[src/rtl/alu_pkg.sv]
// Shared definitions for the ALU issue front-end.
// Holds the packed instruction layout, the func code values and the helper
// that tells unary ops (which ignore rs2) apart from binary ones.
package alu_pkg;

    localparam int INSTR_W = 25;
    localparam int REG_W   = 4;
    localparam int FUNC_W  = 4;
    localparam int ADDR_W  = 8;

    // Field order matches the instruction word, MSB first:
    // [24] write, [23:20] func, [19:16] rd, [15:12] rs1, [11:8] rs2, [7:0] addr
    typedef struct packed {
        logic              write;
        logic [FUNC_W-1:0] func;
        logic [REG_W-1:0]  rd;
        logic [REG_W-1:0]  rs1;
        logic [REG_W-1:0]  rs2;
        logic [ADDR_W-1:0] addr;
    } instr_t;

    localparam logic [FUNC_W-1:0] FN_ADD = 4'd0;
    localparam logic [FUNC_W-1:0] FN_SUB = 4'd1;
    localparam logic [FUNC_W-1:0] FN_MUL = 4'd2;
    localparam logic [FUNC_W-1:0] FN_AND = 4'd5;
    localparam logic [FUNC_W-1:0] FN_OR  = 4'd6;
    localparam logic [FUNC_W-1:0] FN_XOR = 4'd7;
    localparam logic [FUNC_W-1:0] FN_NOT = 4'd8;
    localparam logic [FUNC_W-1:0] FN_SHL = 4'd11;

    // Every code from NOT upwards is single-operand, so rs2 carries no dependency.
    function automatic logic is_unary(input logic [FUNC_W-1:0] func);
        return (func >= FN_NOT);
    endfunction

endpackage

[src/rtl/alu_issue_unit_if.sv]
// Instruction push channel into the issue unit (valid/ready).
//   in_valid : producer has an instruction
//   in_ready : issue unit can accept one this cycle
//   in_instr : packed instruction word (layout in alu_pkg::instr_t)
interface alu_issue_unit_if;
    import alu_pkg::*;

    logic               in_valid;
    logic               in_ready;
    logic [INSTR_W-1:0] in_instr;

    modport master (output in_valid, output in_instr, input in_ready);
    modport slave  (input in_valid, input in_instr, output in_ready);

endinterface

[src/rtl/issue_fifo.sv]
// Synchronous FIFO with registered occupancy.
//   clk, rst      : clock, synchronous active-high reset
//   push, wdata   : write request / data (ignored while full)
//   pop           : read request (ignored while empty)
//   rdata         : current head entry
//   count         : occupancy, full, empty derived from it
module issue_fifo #(
    parameter int DEPTH = 4,
    parameter int WIDTH = 25
) (
    input  logic                     clk,
    input  logic                     rst,
    input  logic                     push,
    input  logic [WIDTH-1:0]         wdata,
    input  logic                     pop,
    output logic [WIDTH-1:0]         rdata,
    output logic [$clog2(DEPTH):0]   count,
    output logic                     full,
    output logic                     empty
);

    localparam int PTR_W = $clog2(DEPTH);
    localparam int CNT_W = PTR_W + 1;
    localparam logic [PTR_W-1:0] PTR_INC = PTR_W'(1'b1);
    localparam logic [CNT_W-1:0] CNT_INC = CNT_W'(1'b1);
    localparam logic [CNT_W-1:0] CNT_MAX = CNT_W'(DEPTH);

    logic [WIDTH-1:0] mem_r [DEPTH];
    logic [PTR_W-1:0] wr_ptr_r;
    logic [PTR_W-1:0] rd_ptr_r;
    logic [CNT_W-1:0] count_r;
    logic             push_s;
    logic             pop_s;

    // Full/empty come from the registered count, so a pop never frees a slot
    // for a push in the same cycle.
    assign full   = (count_r == CNT_MAX);
    assign empty  = (count_r == {CNT_W{1'b0}});
    assign push_s = push && !full;
    assign pop_s  = pop && !empty;
    assign rdata  = mem_r[rd_ptr_r];
    assign count  = count_r;

    // Storage write; contents need no reset because count gates visibility.
    always_ff @(posedge clk) begin
        if (push_s) begin
            mem_r[wr_ptr_r] <= wdata;
        end
    end

    // Pointers wrap naturally since DEPTH is a power of two.
    always_ff @(posedge clk) begin
        if (rst) begin
            wr_ptr_r <= {PTR_W{1'b0}};
            rd_ptr_r <= {PTR_W{1'b0}};
            count_r  <= {CNT_W{1'b0}};
        end else begin
            if (push_s) begin
                wr_ptr_r <= wr_ptr_r + PTR_INC;
            end
            if (pop_s) begin
                rd_ptr_r <= rd_ptr_r + PTR_INC;
            end
            case ({push_s, pop_s})
                2'b10:   count_r <= count_r + CNT_INC;
                2'b01:   count_r <= count_r - CNT_INC;
                default: count_r <= count_r;
            endcase
        end
    end

endmodule

[src/rtl/alu_issue_unit.sv]
// Issue front-end for the 4-stage ALU pipeline.
// Buffers instructions in a FIFO, holds the head while a source register is
// still owned by an in-flight instruction, and drives the pipeline's
// instruction inputs from registers, one instruction (or bubble) per cycle.
//   clk, rst          : clock, synchronous active-high reset
//   in_if (slave)     : in_valid / in_ready / in_instr push channel
//   iss_valid         : outputs carry a real instruction (0 = NOP bubble)
//   rs1,rs2,rd,func   : register/op fields to the pipeline
//   addr, write       : memory address / write enable to the pipeline
//   fifo_count        : FIFO occupancy
//   stall_cnt         : saturating count of hazard-stalled cycles
module alu_issue_unit
    import alu_pkg::*;
#(
    parameter int DEPTH      = 4,
    parameter int HAZ_CYCLES = 3
) (
    input  logic                   clk,
    input  logic                   rst,
    alu_issue_unit_if.slave        in_if,
    output logic                   iss_valid,
    output logic [REG_W-1:0]       rs1,
    output logic [REG_W-1:0]       rs2,
    output logic [REG_W-1:0]       rd,
    output logic [FUNC_W-1:0]      func,
    output logic [ADDR_W-1:0]      addr,
    output logic                   write,
    output logic [$clog2(DEPTH):0] fifo_count,
    output logic [15:0]            stall_cnt
);

    instr_t           head_s;
    logic             fifo_full_s;
    logic             fifo_empty_s;
    logic             push_s;
    logic             hazard_s;
    logic             issue_s;
    logic             stall_s;

    logic             sb_valid_r [HAZ_CYCLES];
    logic [REG_W-1:0] sb_rd_r    [HAZ_CYCLES];
    instr_t           out_r;
    logic             iss_valid_r;
    logic [15:0]      stall_cnt_r;

    // Ready is withheld during reset so nothing is accepted while clearing.
    assign in_if.in_ready = !rst && !fifo_full_s;
    assign push_s         = in_if.in_valid && in_if.in_ready;

    issue_fifo #(
        .DEPTH (DEPTH),
        .WIDTH (INSTR_W)
    ) u_fifo (
        .clk   (clk),
        .rst   (rst),
        .push  (push_s),
        .wdata (in_if.in_instr),
        .pop   (issue_s),
        .rdata (head_s),
        .count (fifo_count),
        .full  (fifo_full_s),
        .empty (fifo_empty_s)
    );

    // RAW check of the head's sources against every in-flight destination.
    always_comb begin
        hazard_s = 1'b0;
        for (int i = 0; i < HAZ_CYCLES; i++) begin
            if (sb_valid_r[i] && ((sb_rd_r[i] == head_s.rs1) ||
                (!is_unary(head_s.func) && (sb_rd_r[i] == head_s.rs2)))) begin
                hazard_s = 1'b1;
            end else begin
                hazard_s = hazard_s;
            end
        end
    end

    assign issue_s = !fifo_empty_s && !hazard_s;
    assign stall_s = !fifo_empty_s && hazard_s;

    // Scoreboard shift register: a slot ages one step per cycle until write-back.
    always_ff @(posedge clk) begin
        if (rst) begin
            for (int i = 0; i < HAZ_CYCLES; i++) begin
                sb_valid_r[i] <= 1'b0;
                sb_rd_r[i]    <= 4'd0;
            end
        end else begin
            sb_valid_r[0] <= issue_s;
            sb_rd_r[0]    <= issue_s ? head_s.rd : 4'd0;
            for (int i = 1; i < HAZ_CYCLES; i++) begin
                sb_valid_r[i] <= sb_valid_r[i-1];
                sb_rd_r[i]    <= sb_rd_r[i-1];
            end
        end
    end

    // Pipeline output registers; a non-issue cycle registers an all-zero bubble.
    always_ff @(posedge clk) begin
        if (rst) begin
            iss_valid_r <= 1'b0;
            out_r       <= '{default: '0};
        end else if (issue_s) begin
            iss_valid_r <= 1'b1;
            out_r       <= head_s;
        end else begin
            iss_valid_r <= 1'b0;
            out_r       <= '{default: '0};
        end
    end

    // Saturating stall counter; an empty FIFO is idle, not stalled.
    always_ff @(posedge clk) begin
        if (rst) begin
            stall_cnt_r <= 16'd0;
        end else if (stall_s && (stall_cnt_r != 16'hFFFF)) begin
            stall_cnt_r <= stall_cnt_r + 16'd1;
        end else begin
            stall_cnt_r <= stall_cnt_r;
        end
    end

    assign iss_valid = iss_valid_r;
    assign rs1       = out_r.rs1;
    assign rs2       = out_r.rs2;
    assign rd        = out_r.rd;
    assign func      = out_r.func;
    assign addr      = out_r.addr;
    assign write     = out_r.write;
    assign stall_cnt = stall_cnt_r;

endmodule

[src/flat_wrapper.sv]
// flat-port wrapper written by rule: the top's interface ports become plain ports
module alu_issue_unit_flat import alu_pkg::*;
#(
    parameter int DEPTH      = 4,
    parameter int HAZ_CYCLES = 3
)
  (clk, rst, iss_valid, rs1, rs2, rd, func, addr, write, fifo_count, stall_cnt, in_if_in_valid, in_if_in_instr, in_if_in_ready);
  alu_issue_unit_if in_if_i ();
  input  logic clk;
  input  logic rst;
  output logic iss_valid;
  output logic [REG_W-1:0] rs1;
  output logic [REG_W-1:0] rs2;
  output logic [REG_W-1:0] rd;
  output logic [FUNC_W-1:0] func;
  output logic [ADDR_W-1:0] addr;
  output logic write;
  output logic [$clog2(DEPTH):0] fifo_count;
  output logic [15:0] stall_cnt;
  input wire logic [$bits(in_if_i.in_valid)-1:0] in_if_in_valid;
  input wire logic [$bits(in_if_i.in_instr)-1:0] in_if_in_instr;
  output wire logic [$bits(in_if_i.in_ready)-1:0] in_if_in_ready;
  assign in_if_i.in_valid = in_if_in_valid;
  assign in_if_i.in_instr = in_if_in_instr;
  assign in_if_in_ready = in_if_i.in_ready;
  alu_issue_unit #(.DEPTH(DEPTH), .HAZ_CYCLES(HAZ_CYCLES)) u_core (.clk(clk), .rst(rst), .in_if(in_if_i), .iss_valid(iss_valid), .rs1(rs1), .rs2(rs2), .rd(rd), .func(func), .addr(addr), .write(write), .fifo_count(fifo_count), .stall_cnt(stall_cnt));
endmodule
[config.mk]
export PLATFORM = sky130hd
export DESIGN_NAME = alu_issue_unit_flat
export DESIGN_NICKNAME = d
export VERILOG_FILES = /design/src/rtl/alu_pkg.sv /design/src/rtl/alu_issue_unit_if.sv /design/src/rtl/issue_fifo.sv /design/src/rtl/alu_issue_unit.sv /design/src/flat_wrapper.sv
export SDC_FILE = /design/constraint.sdc
export NUM_CORES = 1
export LEC_CHECK = 0
export CAP_MARGIN = 20
export CORE_MARGIN = 3
export CORE_UTILIZATION = 30
export DETAILED_ROUTE_END_ITERATION = 8
export GPL_ROUTABILITY_DRIVEN = 1
export PLACE_DENSITY_LB_ADDON = 0.08
export SYNTH_ARGS = -nofsm -noshare
export SYNTH_HDL_FRONTEND = slang
export SYNTH_SLANG_ARGS = --single-unit
[constraint.sdc]
create_clock -name clk -period 4.1 [get_ports clk]
set_input_delay 0.82 -clock clk [delete_from_list [all_inputs] [get_ports clk]]
set_output_delay 0.82 -clock clk [all_outputs]
set_load 0.03 [all_outputs]
### After elaboration in Yosys (flattened, before gate mapping)

Memory sizes are Yosys's and may differ from the RTL's. A register that Yosys moved wholly into a read port is not among the register bits.
Cells that the tools add are included.

| storage, ports and cells | value |
|---|---|
| flip-flop bits (word level) | 49 |
| latch bits | 0 |
| bits in writable memories | 115 |
| bits in read-only memories | 0 |
| input bits | 28 |
| output and inout port bits | 46 |
| logic and storage cells | 80 |
| memories | 3 |

Memory list:

| name | depth | width | rd ports | clocked after memory_dff | write ports | line | text |
|---|---|---|---|---|---|---|---|
| u_core.u_fifo.mem_r | 4 | 25 | 1 | 1 | 1 | issue_fifo.sv:28 | `logic [WIDTH-1:0] mem_r [DEPTH];` |
| u_core.sb_rd_r | 3 | 4 | 3 | 0 | 3 | alu_issue_unit.sv:41 | `logic [REG_W-1:0] sb_rd_r [HAZ_CYCLES];` |
| u_core.sb_valid_r | 3 | 1 | 3 | 0 | 3 | alu_issue_unit.sv:40 | `logic sb_valid_r [HAZ_CYCLES];` |

| cells by class | value |
|---|---|
| $add $sub $neg | 5 |
| $mul | 0 |
| divide/modulo/power cells | 0 |
| magnitude comparators | 1 |
| eq/ne operators | 10 |
| shifts and indexed selects | 0 |
| muxes and demuxes | 19 |
| bitwise operators | 7 |
| reductions and logical operators | 24 |

Operator list:

| operator | count |
|---|---|
| 4-bit equality test | 6 |
| 16-bit by 1-bit adder with 16-bit output, second input constant | 1 |
| 4-bit two-way mux | 4 |
| 16-bit != test, second input constant | 1 |
| 1-bit logical AND | 13 |
| 1-bit two-way mux | 12 |
| 1-bit bitwise OR | 6 |
| 3-bit case mux with 2 select lines | 1 |
| 1-bit logical NOT | 5 |
| 2-bit by 1-bit adder with 2-bit output, second input constant | 2 |
| 4-bit >= comparator, second input constant | 1 |
| 2-bit two-way mux | 2 |
| 3-bit by 1-bit adder with 3-bit output, second input constant | 1 |
| 3-bit equality test, second input constant | 1 |
| 3-bit logical NOT | 1 |
| 1-bit logical OR | 3 |
| 3-bit by 1-bit subtractor with 3-bit output, second input constant | 1 |
| 2-bit by 1-bit equality test with 1-bit output, second input constant | 1 |
| 2-bit equality test, second input constant | 1 |
| 2-bit nonzero test | 1 |
| 2-bit OR reduction | 1 |
| 1-bit NOT | 1 |

### Logic depth before layout (Yosys ltp)

Gate-level depths: netlist of the first run.

| depth | value |
|---|---|
| word-level depth | 13 |
| mapped depth | 16 |

### By module

From an unflattened synthesis of the first run, not the netlist that was laid out.

| unflattened totals | value |
|---|---|
| cells, all modules | 419 |
| area, all modules | 6,416.2 µm² |

Modules (own cells, without submodules):

| module | times used | cells each | area each (µm²) |
|---|---|---|---|
| issue_fifo | 1 | 185 | 4,139.0 |
| alu_issue_unit | 1 | 234 | 2,277.2 |

### Worst setup path after synthesis of the first run

Ideal clock, no wire load.

| path | value |
|---|---|
| path kind | register -> register |
| start | register (tool-made name) |
| end | register u_core.u_fifo.count_r[2] (netlist: u_core.u_fifo.count[2]) |
| library setup time | 0.070 ns |
| data arrival time | 3.296 ns |
| path slack | 0.733 ns |
| cell stages (with the launch flop) | 17 |
| buffers on the path | 4 |
| clock period less this slack | 3.367 ns |
| path through | dfxtp_1 buf_4 buf_2 mux4_2 clkinv_1 o2111ai_1 o41ai_1 nand3b_1 or2_2 clkbuf_1 buf_4 nor2_1 ha_1 fa_1 xnor2_1 or3_1 a21oi_1 |

RTL lines:

| item | line | text |
|---|---|---|
| end signal, assigned | issue_fifo.sv:56 | `count_r <= {CNT_W{1'b0}};` |
| end signal, assigned | issue_fifo.sv:65 | `2'b10: count_r <= count_r + CNT_INC;` |
| end signal, assigned | issue_fifo.sv:66 | `2'b01: count_r <= count_r - CNT_INC;` |
| end, declared | issue_fifo.sv:31 | `logic [CNT_W-1:0] count_r;` |

==> out/results.tsv, run 1 <==
metric	value	unit
status	finished clean	
grt_overflow_total	0	
dp_cells	758	
power.density	604.5	nW/um^2
cts_sinks	161	
row_count	52	
port_buffers	73	
maxCapViolCount	0	
clk_latency	0.43	ns
relSlewSlack	42.69	%
postCtsHoldBufs	0	
synth_edf_count	100	
drtIter0Drc	130	
hold_viol	0	
cts_tree	done	
clkTransAtPathRegs	0.07	ns
path_max_fanout	16	
postCtsSetupBuffers	0	
fmax	291.6	MHz
synth_top_area_share	47.70	%
numCtsBuffers	17	
ys_types	48	
final_cell_mix	edfxtp_1 (100), clkdlybuf4s50_1 (73), dfxtp_1 (59), and2_1 (24), mux4_2 (22)	
hold_start	u_core.stall_cnt[8]$_SDFFE_PP0P_	
whs_path_depth	2	
die_height	150.9	um
grt_pass1_vias	3840	
drc	0	
design_area	7906	um^2
synth_cells	424	
arrival	3.78	ns
fill_cells	1976	
hold_path_end	u_core.stall_cnt[8]$_SDFFE_PP0P_	
reg2reg_to	u_core.u_fifo.count[2]$_SDFFE_PP0P_	
cts_root_buf	clkbuf_16	
place_area	7341	um^2
grt_antenna_before_repair	0	
detail_route.wl_per_cell	16.95	um
synthTopCellsByArea	edfxtp_1 (48%), dfxtp_1 (19%), mux4_2 (7.9%), and2_1 (2.4%), xnor2_1 (2.4%)	
rsz0062_at_grt	false	
start_util	30.81	%
vias	3618	
place_hpwl	8800	um
vias_per_cell	4.580	
place.gp.congestion	0.7828	
clk_path_buf_depth	2	
tns	0	ns
fin_cells	790	
drt_wl_total	13390	um
critPathLaunchType	register	
grt_start_max_net_pins	39	
syn_avg_cell_area	14.85	um^2
r2r_slack	0.67	ns
finClkSkew	0.01856	ns
ys_seq_area_share	67.10	%
worst-r2r-cell-count	12	
fin_crit_sh	83.65	%
async_reset_ff_share	0	%
nNetsFinal	542	
grt.total_usage	12.59	%
final_common_cell	edfxtp_1	
yosys.area.top_type	edfxtp_1	
synth_area	6295	um^2
leakagePower	0.002681	uW
maxSlewViolCount	0	
io_pins	74	
layout-area-overhead-vs-synth	25.60	%
worstMarginPinSlew	0.8539	ns
irDropWorstVdd	0.3147	mV
layout-drive-gt1-share	15.00	%
final-setup-viol-count	0	
worst_slack	0.6705	ns
ctsResizeCount	0	
n_antenna_cell	0	
dp_slack	0.6237	ns
h-tree-depth	4	
dr.pass1.iters	4	
yosys_warnings	0	
synthFlopType	edfxtp_1	
dieArea	22760	um^2
min_period	3.430	ns
postRouteAntennaNets	0	
core-area	20430	um^2
crit_type	register to register	
hold_path.class	register to register	
die_width	150.9	um
ys_seq_elements	161	
grt_pass1_wl	21290	um
crit_required	4.45	ns
syn-num-nets	459	
cp-end-kind	register	
==> report_power, final <==
part | internal, uW | switching, uW
sequential | 1880 | 138
clock | 810 | 696
combinational | 576 | 675
==> registers in the layout (all words and copies together), names as in the netlist, 2 cells and up, named ones only <==
register	cells
u_core.addr	8
u_core.func	4
u_core.rs1	4
u_core.rs2	4
u_core.sb_rd_r	12
u_core.sb_valid_r	3
u_core.stall_cnt	16
u_core.u_fifo.count	3
u_core.u_fifo.mem_r	100
u_core.u_fifo.rd_ptr_r	2
u_core.u_fifo.wr_ptr_r	2
==> worst max path at each step <==
stage               slack (ns)                                  end
floorplan                 0.73  u_core.u_fifo.count[2]$_SDFFE_PP0P_
global placement          0.69  u_core.u_fifo.count[2]$_SDFFE_PP0P_
detailed placement        0.62  u_core.u_fifo.count[2]$_SDFFE_PP0P_
CTS                       0.60  u_core.u_fifo.count[2]$_SDFFE_PP0P_
global route              0.31  u_core.u_fifo.count[2]$_SDFFE_PP0P_
finish                    0.67  u_core.u_fifo.count[2]$_SDFFE_PP0P_
==> critical path, cell delays in order, from the launching register on <==
cell     delay, ns
dfxtp_2       0.63
mux2i_1       0.35
mux2i_1       0.18
xnor2_1       0.21
nand3_1       0.12
o41ai_2       0.44
or2_2         0.20
nor2_1        0.05
ha_1          0.21
fa_1          0.38
xnor2_1       0.14
or3_1         0.30
a21oi_1       0.14
==> cell families after synthesis <==
group / synth area share [%]
AO/OA/AOI/OAI: 4.393
buffers and inverters: 2.365
adder cells (fa/ha/maj): 1.511
multiplexers: 10.24
XOR/XNOR: 4.035
flip-flops: 67.10
AND/OR/NAND/NOR: 10.36
==> layout make-up <==
class / instances / area [um^2] / share of cell area, %
flip-flops and latches: 161 / 4227 / 53.46
inverters: 11 / 41.29 / 0.5222
repair buffers: 84 / 813.3 / 10.29
multi-input cells: 232 / 1922 / 24.31
clock inverters: 14 / 136.4 / 1.725
well taps: 270 / 337.8 / 4.273
clock buffers: 18 / 429.2 / 5.428
==> synth_stat cells (2+ instances only) <==
| cell | count |
|---|---|
| edfxtp_1 | 100 |
| dfxtp_1 | 61 |
| and2_1 | 24 |
| mux4_2 | 22 |
| nor2_1 | 18 |
| a21oi_1 | 17 |
| xnor2_1 | 17 |
| nand3_1 | 14 |
| nand2_1 | 13 |
| and3_1 | 12 |
| nor2b_1 | 12 |
| xor2_1 | 12 |
| clkbuf_1 | 11 |
| inv_1 | 10 |
| o21ai_0 | 8 |
| mux2i_1 | 7 |
| or3_1 | 7 |
| buf_4 | 6 |
| ha_1 | 6 |
| nand4_1 | 5 |
| o31ai_1 | 5 |
| or4_1 | 4 |
| mux2i_2 | 3 |
| a31o_2 | 2 |
| buf_2 | 2 |
| mux2_2 | 2 |
| nand2b_1 | 2 |
| nor3_1 | 2 |
==> metrics by stage <==
step | utilization [%] | hold slack [ns] | total power [uW]
final | 38.70 | 0.4930 | 4779
after global routing | 38.70 | 0.5316 | 5055
after CTS | 38.70 | 0.5018 | 4879
after detailed placement | 35.93 | 0.4920 | 3348
after global placement | 35.93 | 0.4839 | 3347
after floorplan | - | 0.4591 | 2898
==> layer usage <==
metal	track usage (%)	share of wire, %
met5	0	0
met4	3.536	0.87
met3	3.980	4.6
met2	21.68	51
met1	15.21	44
No activity file was read; power rests on OpenSTA's default activity.
==> run 2: changes to the inputs <==
==> constraint.sdc (replaced) <==
create_clock -name clk -period 3.2 [get_ports clk]
set_input_delay 0.64 -clock clk [delete_from_list [all_inputs] [get_ports clk]]
set_output_delay 0.64 -clock clk [all_outputs]
set_load 0.03 [all_outputs]
==> out/results.tsv, run 2 (synthesized netlist as in run 1, its figures left out) <==
metric	value	unit	change
status	finished clean		
layout-drive-gt1-share	18.47	%	+3.5 points
finClkSkew	0.009814	ns	-0.008748 ns
clk_path_buf_depth	2		unchanged
grt_start_max_net_pins	39		unchanged
grt_pass1_vias	3862		+0.57%
detail_route.wl_per_cell	17.34	um	+2.3%
drt_wl_total	13980	um	+4.4%
vias_per_cell	4.608		+0.62%
leakagePower	0.002796	uW	+4.3%
irDropWorstVdd	0.4070	mV	+29%
core-area	20430	um^2	unchanged
place_hpwl	9184	um	+4.4%
p_comb_share	28.2	%	+2.0 points
clkTransAtPathRegs	0.07	ns	about the same
grt_pass1_wl	21650	um	+1.7%
p_clk_share	31.5	%	about the same
layout-area-overhead-vs-synth	28.74	%	
relSlewSlack	70.44	%	+28 points
start_util	30.81	%	unchanged
hold_path.class	register to register		
row_count	52		unchanged
die_height	150.9	um	unchanged
cts_sinks	161		unchanged
drc	0		unchanged
arrival	3.51	ns	-0.27 ns
fin_crit_sh	98.78	%	+15 points
io_pins	74		unchanged
power_frac_seq	40.3	%	-2.0 points
postCtsHoldBufs	0		unchanged
grt_antenna_before_repair	0		unchanged
maxCapViolCount	0		unchanged
dp_slack	-0.01381	ns	-0.6375 ns
power.density	784.6	nW/um^2	+30%
hold_start	u_core.stall_cnt[1]$_SDFFE_PP0P_		
h-tree-depth	4		unchanged
maxSlewViolCount	0		unchanged
rsz0062_at_grt	true		
grt.total_usage	12.81	%	+0.22 points
power.share.switching	30.56	%	-1.0 points
fmax	316.3	MHz	+8.5%
worst_slack	0.03890	ns	-0.6316 ns
vias	3714		+2.7%
crit_required	3.55	ns	-0.90 ns
critPathLaunchType	register		
p_total	6359	uW	+33%
cts_tree	done		
cp_cell_sequence	buf_6 > mux4_2 > xor2_1 > nor3_1 > nand3_1 > o41ai_4 > or2_4 > nor2_1 > ha_2 > fa_2 > xnor2_1 > or3_1 > a21oi_1		
r2r_slack	0.04	ns	-0.63 ns
crit_family	simple AND/OR/NAND/NOR gates		
cp-end-kind	register		
die_width	150.9	um	unchanged
grt_overflow_total	0		unchanged
p_int	4416	uW	+35%
dieArea	22760	um^2	unchanged
clk_latency	0.42	ns	about the same
place.gp.congestion	0.7685		-1.8%
port_buffers	73		unchanged
drtIter0Drc	168		+29%
final_common_cell	edfxtp_1		
cp_slowest_stage_delay	0.58	ns	-0.05 ns
p_switching	1943	uW	+29%
largest_register_ff_count	100		unchanged
postRouteAntennaNets	0		unchanged
hold_viol	0		unchanged
dr.pass1.iters	4		unchanged
min_period	3.161	ns	-0.2684 ns
numCtsBuffers	17		unchanged
n_antenna_cell	0		unchanged
cts_root_buf	clkbuf_16		
path_max_fanout	6		-10
final_cell_mix	edfxtp_1 (100), clkdlybuf4s50_1 (72), dfxtp_1 (59), buf_4 (26), and2_1 (24)		
worstMarginPinSlew	0.4434	ns	-0.4105 ns
cp_slowest_cell	mux4_2		
nNetsFinal	559		+3.1%
final-setup-viol-count	0		unchanged
cp_num_buf_inv	1		+1
crit_type	register to register		
top_register	u_core.u_fifo.mem_r		
## run 2: changes by cell type in the layout (fill, tap and decap cells not counted), sizes merged
cell	before	now
clkbuf	18	17
buf	11	29
clkinvlp	3	2
clkdlybuf4s50	73	72
bufinv	0	2
inv	21	16
clkinv	1	5
## run 2: routing by layer
layer  vias up  track usage [%]  wire, um
met1      1861            15.84      6076
met4         0            4.850       197
met2        60            21.46      7164
met3        15            3.471       542
met5         -                0         0
li1       1778                -         -
## run 2: final cells by class
cell class              count  area, um^2
repair buffers            101       967.2
clock inverters            14       152.6
inverters                  11       41.29
flip-flops and latches    161        4232
multi-input cells         232        1948
fillers                  1951       12330
well taps                 270       337.8
clock buffers              17       425.4
## run 2: worst paths after layout
check                                        endpoint  cells after the start
hold reg to reg      u_core.stall_cnt[1]$_SDFFE_PP0P_                      2
hold / removal       u_core.stall_cnt[1]$_SDFFE_PP0P_                      2
setup reg to reg  u_core.u_fifo.count[2]$_SDFFE_PP0P_                     13
setup / recovery  u_core.u_fifo.count[2]$_SDFFE_PP0P_                     13
## run 2: timing repair
action,4_1_cts,5_1_grt
resized for setup,1,5
pin swaps,0,3
buffers inserted,0,1
setup endpoints to repair,1,1
## run 2: stage by stage
stage | TNS [ns] | hold slack (ns) | util (%) | cells | cell area (um^2)
2_1_floorplan | 0 | 0.4591 | - | 424 | 6320
3_3_place_gp | 0 | 0.4728 | 36.67 | 774 | 7491
3_5_place_dp | -0.01381 | 0.4872 | 36.67 | 774 | 7491
4_1_cts | 0 | 0.4971 | 39.51 | 805 | 8071
5_1_grt | -0.08270 | 0.5211 | 39.67 | 806 | 8104
6_report | 0 | 0.4932 | 39.67 | 806 | 8104
## run 2: worst reg2reg max path: stages (launching register included)
cell	delay, ns
dfxtp_4	0.39
buf_6	0.13
mux4_2	0.58
xor2_1	0.17
nor3_1	0.20
nand3_1	0.15
o41ai_4	0.10
or2_4	0.19
nor2_1	0.04
ha_2	0.20
fa_2	0.34
xnor2_1	0.13
or3_1	0.30
a21oi_1	0.17
## run 2: power groups by stage
stage	Clock, uW	Combinational [uW]	Sequential (uW)
after global routing	2140	1940	2590
after detailed placement	0	1800	2610
after floorplan	0	999	2730
after global placement	0	1780	2600
after CTS	2070	1800	2570
final	2010	1790	2560
